### config.mk
export PLATFORM = sky130hd
export DESIGN_NAME = delay_pipe
export DESIGN_NICKNAME = d
export VERILOG_FILES = /design/src/rtl/delay_pipe_pkg.sv /design/src/rtl/delay_pipe_stage.sv /design/src/rtl/delay_pipe.sv
export SDC_FILE = /design/constraint.sdc
export NUM_CORES = 1
export LEC_CHECK = 0
export CORE_ASPECT_RATIO = 0.75
export CORE_MARGIN = 1.5
export CORE_UTILIZATION = 51
export CTS_CLUSTER_DIAMETER = 40
export DETAILED_ROUTE_END_ITERATION = 10
export PLACE_DENSITY = 0.78
export SYNTH_ARGS = -nofsm -noshare
export SYNTH_HDL_FRONTEND = slang
export SYNTH_HIERARCHICAL = 1
export SYNTH_SLANG_ARGS = --single-unit
export TNS_END_PERCENT = 100
### constraint.sdc
create_clock -name clk -period 2.2 [get_ports clk]
set_clock_uncertainty 0.05 [all_clocks]
set_input_delay 0.22 -clock clk [delete_from_list [all_inputs] [get_ports clk]]
set_output_delay 0.22 -clock clk [all_outputs]
set_load 0.03 [all_outputs]
### src/rtl/delay_pipe_pkg.sv
// Shared constants and width helpers for the delay pipe.
// Imported by pipe_stage and delay_pipe.
package delay_pipe_pkg;

    localparam int          DEF_WIDTH     = 8;
    localparam int          DEF_DEPTH     = 4;
    localparam logic [63:0] DEF_RESET_VAL = 64'h0;

    localparam int MIN_WIDTH = 1;
    localparam int MAX_WIDTH = 64;
    localparam int MIN_DEPTH = 1;
    localparam int MAX_DEPTH = 32;

    // Tap select width; a single stage still gets one select bit.
    function automatic int tsw_f(input int depth);
        return (depth > 1) ? $clog2(depth) : 1;
    endfunction

    function automatic int occw_f(input int depth);
        return $clog2(depth + 1);
    endfunction

endpackage

### src/rtl/delay_pipe_stage.sv
// One data + valid register of the delay pipe.
// Flush outranks enable; reset outranks both.
module pipe_stage
    import delay_pipe_pkg::*;
#(
    parameter int               WIDTH     = DEF_WIDTH,
    parameter logic [WIDTH-1:0] RESET_VAL = WIDTH'(DEF_RESET_VAL)
) (
    input  logic             clk,
    input  logic             rst,
    input  logic             en_i,
    input  logic             flush_i,
    input  logic [WIDTH-1:0] d_i,
    input  logic             v_i,
    output logic [WIDTH-1:0] d_o,
    output logic             v_o
);

    logic [WIDTH-1:0] data_q, data_d;
    logic             valid_q, valid_d;

    always_comb begin
        data_d  = data_q;
        valid_d = valid_q;
        if (flush_i) begin
            data_d  = RESET_VAL;
            valid_d = 1'b0;
        end else if (en_i) begin
            data_d  = d_i;
            valid_d = v_i;
        end
    end

    always_ff @(posedge clk or posedge rst) begin
        if (rst) begin
            data_q  <= RESET_VAL;
            valid_q <= 1'b0;
        end else begin
            data_q  <= data_d;
            valid_q <= valid_d;
        end
    end

    assign d_o = data_q;
    assign v_o = valid_q;

endmodule

### src/rtl/delay_pipe.sv
// Parameterised delay line with per-stage valid bits, tap mux
// and a registered occupancy counter.
module delay_pipe
    import delay_pipe_pkg::*;
#(
    parameter int               WIDTH     = DEF_WIDTH,
    parameter int               DEPTH     = DEF_DEPTH,
    parameter logic [WIDTH-1:0] RESET_VAL = WIDTH'(DEF_RESET_VAL)
) (
    input  logic                        clk,
    input  logic                        rst,
    input  logic                        en,
    input  logic                        flush,
    input  logic [WIDTH-1:0]            din,
    input  logic                        din_valid,
    input  logic [tsw_f(DEPTH)-1:0]     tap_sel,
    output logic [WIDTH-1:0]            dout,
    output logic                        dout_valid,
    output logic [WIDTH-1:0]            tap_out,
    output logic                        tap_valid,
    output logic [occw_f(DEPTH)-1:0]    occ
);

    localparam int TSW  = tsw_f(DEPTH);
    localparam int OCCW = occw_f(DEPTH);

    if (WIDTH < MIN_WIDTH || WIDTH > MAX_WIDTH) begin : g_bad_width
        $error("delay_pipe: WIDTH must be in 1..64");
    end
    if (DEPTH < MIN_DEPTH || DEPTH > MAX_DEPTH) begin : g_bad_depth
        $error("delay_pipe: DEPTH must be in 1..32");
    end

    logic [WIDTH-1:0] sd [DEPTH];
    logic [DEPTH-1:0] sv;

    for (genvar i = 0; i < DEPTH; i++) begin : g_stage
        logic [WIDTH-1:0] d_in;
        logic             v_in;
        if (i == 0) begin : g_head
            assign d_in = din;
            assign v_in = din_valid;
        end else begin : g_body
            assign d_in = sd[i-1];
            assign v_in = sv[i-1];
        end
        pipe_stage #(
            .WIDTH     (WIDTH),
            .RESET_VAL (RESET_VAL)
        ) u_stage (
            .clk     (clk),
            .rst     (rst),
            .en_i    (en),
            .flush_i (flush),
            .d_i     (d_in),
            .v_i     (v_in),
            .d_o     (sd[i]),
            .v_o     (sv[i])
        );
    end

    assign dout       = sd[DEPTH-1];
    assign dout_valid = sv[DEPTH-1];

    logic [OCCW-1:0] occ_q, occ_d;
    logic            inc, dec;

    assign inc = din_valid;
    assign dec = sv[DEPTH-1];

    // Guards keep the counter in 0..DEPTH even if the valid chain glitches.
    always_comb begin
        occ_d = occ_q;
        if (flush) begin
            occ_d = '0;
        end else if (en) begin
            if (inc && !dec && occ_q != OCCW'(DEPTH)) begin
                occ_d = occ_q + OCCW'(1);
            end else if (!inc && dec && occ_q != '0) begin
                occ_d = occ_q - OCCW'(1);
            end
        end
    end

    always_ff @(posedge clk or posedge rst) begin
        if (rst) begin
            occ_q <= '0;
        end else begin
            occ_q <= occ_d;
        end
    end

    assign occ = occ_q;

    always_comb begin
        tap_out   = RESET_VAL;
        tap_valid = 1'b0;
        for (int i = 0; i < DEPTH; i++) begin
            if (tap_sel == TSW'(i)) begin
                tap_out   = sd[i];
                tap_valid = sv[i];
            end
        end
    end

endmodule

==> flow_summary.ini <==
[status]
outcome = finished clean

[setup_path]
required_ns = 1.93
slowest_stage = mux4_2
endpoint = tap_out[0]
path_max_fanout = 9
cp-startpoint = tap_sel[0]
critical_path.endpoint_type = primary output
cp_cell_sequence = clkdlybuf4s50_1, buf_12, mux4_2, dlygate4sd2_1
crit_arrival_ns = 1.76
r2r-end = occ[2]$_DFFE_PP0P_
rrSetupSlack_ns = 0.26
cp_num_cells = 4
crit_path_start_kind = input port
path_class = in -> out
path_buf_inv = 3
path_delay_family = buffers and inverters
r2r_cells = 5
r2r-start = occ[0]$_DFFE_PP0P_
cpPeakStageDelay_ns = 0.51

[sta]
worst_pin_slew_ns = 0.4254
relSlewSlack_pct = 71.61
fin_crit_ns = 2.031
finalSetupTns_ns = 0
drv_slew = 0
setup_viol = 0
hold-worst-slack_ns = 0.1506
final_hold_viol_count = 0
max_freq_mhz = 492.4
rsz0062_at_grt = no
finalCritPeriodShare_pct = 92.32

[clock_tree]
cts_hold_buf = 0
clk_latency_ns = 0.29
clkTransAtPathRegs_ns = 0.07
root_buffer = clkbuf_8
cts_made_buffers = 5
cts_tree = yes
htree_num_levels = 2
clockBufferDepth = 2
cts.sinks = 39

[place]
hpwl_um = 2889
placedCellCount = 236
place_area_um2 = 2322
port_buffers = 35
globalplace.congestion = 0.8141

[logic_synthesis]
seq_area_frac_synth_pct = 51.21
synth_nets = 170
synth_common_cells = 40 x nor2_1, 39 x dfrtp_1, 36 x mux2i_1
synthCells = 154
synth_top_area_share_pct = 51.21
yosys_register_bits = 39
yosysWarnings = 6
yosysUniqueCellTypes = 20
synth.top_cells.by_area = dfrtp_1 51%, mux2i_1 19%, mux4_2 11%
synth-edff-count = 0
ys.flop_type = dfrtp_1
syn_avg_cell_area_um2 = 12.37
synth-async-reset-ratio_pct = 100.0
synth_area_um2 = 1906
yosys.cell_count.top_type = nor2_1
synth_top_area_cell = dfrtp_1

[final_layout]
drive_gt1_share_pct = 13.02
layout-area-overhead-vs-synth_pct = 26.53
final_cells = 244
fin_nets = 207
insertedDiodeCount = 0
stdcell_area_um2 = 2411
final_util_pct = 66.72

[hold_path]
hold_class = in -> async

[die]
core-area_um2 = 3613
fp.dieW_um = 73.58
die_area_um2 = 4116
start_util_pct = 52.74
io_pins = 36
rows = 19
die_y_um = 55.94

[global_routing]
grt_max_degree = 40
antenna_found_initial = 0
gr-total-overflow = 0
first_global_vias = 1415
grt_pass1_wl_um = 6969
grt_util_all_layers_pct = 23.45

[route]
ant_nets = 0
post_drt_via_cell_ratio = 5.455
drcViolationCount = 0
drt_iter0_markers = 51
drt_wl_total_um = 4150
wire_per_inst_um = 17.01
num_vias = 1331
firstDrtPassIters = 4

[power]
ir_worst_vdd_mv = 0.4547
power_density_nw_per_um2 = 631.5
power_leakage_nw = 1.200

[flow_run]
drv_cap = 0
==> flip-flops by register name, summed over array words and instances (netlist names) <==
| signal | count |
|---|---|
| g_stage.u_stage/d_o | 32 |
| g_stage.u_stage/v_o | 4 |
| occ | 3 |
==> metal layers <==
| metal | vias up | global-route usage, % | share of wire, % |
|---|---|---|---|
| li1 | 603 | - | - |
| met1 | 689 | 33.91 | 46 |
| met2 | 30 | 34.11 | 48 |
| met3 | 9 | 7.790 | 5.3 |
| met4 | 0 | 6.614 | 1.2 |
| met5 | - | 0 | 0 |
==> power by group <==
group          switching (mW)  total, mW  leakage, nW  internal, mW
logic                   0.121      0.229        0.614         0.108
clock network           0.240      0.526       0.0515         0.286
registers              0.0277      0.768        0.534         0.740
total                   0.388       1.52         1.20          1.13
==> cells by family after synthesis <==
group,count (synthesis),share of synthesized area (%)
and+or+nand+nor,44,9.718
AOI/OAI and AO/OA,5,2.101
xor gates and xnor gates,3,1.379
buffers and inverters,17,4.990
muxes,45,29.55
adders and majority gates,1,1.051
DFF,39,51.21
==> worst min-delay path by stage <==
stage | to | startpoint | cells after the start
6_report | occ[0]$_DFFE_PP0P_ | rst | 2
4_1_cts | occ[0]$_DFFE_PP0P_ | rst | 2
3_5_place_dp | occ[1]$_DFFE_PP0P_ | rst | 2
5_1_grt | occ[0]$_DFFE_PP0P_ | rst | 2
3_3_place_gp | occ[1]$_DFFE_PP0P_ | rst | 2
2_1_floorplan | occ[0]$_DFFE_PP0P_ | rst | 1
==> metrics by stage <==
| step | worst slack [ns] | total power [mW] |
|---|---|---|
| detailed placement | -0.07327 | 1.016 |
| global placement | -0.06568 | 1.004 |
| floorplan | 0.2772 | 0.9227 |
| global route | 0.1143 | 1.597 |
| finish | 0.1690 | 1.523 |
| CTS | 0.1581 | 1.537 |
==> layout make-up <==
| cell class | count | area, µm² |
|---|---|---|
| flip-flops and latches | 39 | 975.9 |
| well taps | 52 | 65.06 |
| clock buffers | 8 | 100.1 |
| fillers | 284 | 1202 |
| inverters | 7 | 26.28 |
| repair buffers | 40 | 409.1 |
| multi-input cells | 98 | 834.6 |
==> cells in the final DEF, fill, tap and decap left out <==
cell type	netlist	routed
buf_12	0	3
dfrtp_1	39	39
a211oi_1	1	1
a21boi_0	1	1
a311oi_1	1	1
xnor2_1	1	1
buf_2	1	1
inv_1	7	7
clkbuf_8	0	7
mux4_2	9	9
dlygate4sd2_1	0	9
clkbuf_1	0	1
fa_1	1	1
buf_4	0	2
mux2i_1	36	36
nor2_2	1	1
nor2b_4	1	1
o21ai_0	1	1
and3b_1	1	1
nor2_1	40	40
or3_1	1	1
xor2_1	2	2
clkdlybuf4s50_1	0	25
o311a_2	1	1
==> worst register-to-register path, stage by stage, from the launching register on <==
cell and delay (ns):
dfrtp_1 0.45, nor2_2 0.15, a21boi_0 0.12, fa_1 0.39
or3_1 0.37, a311oi_1 0.30
==> timing repair <==
action                     4_1_cts  5_1_grt
gates resized for setup          9        0
setup buffers                    0        0
setup endpoints to repair        9        0
Power figures use the tool's default switching activity.
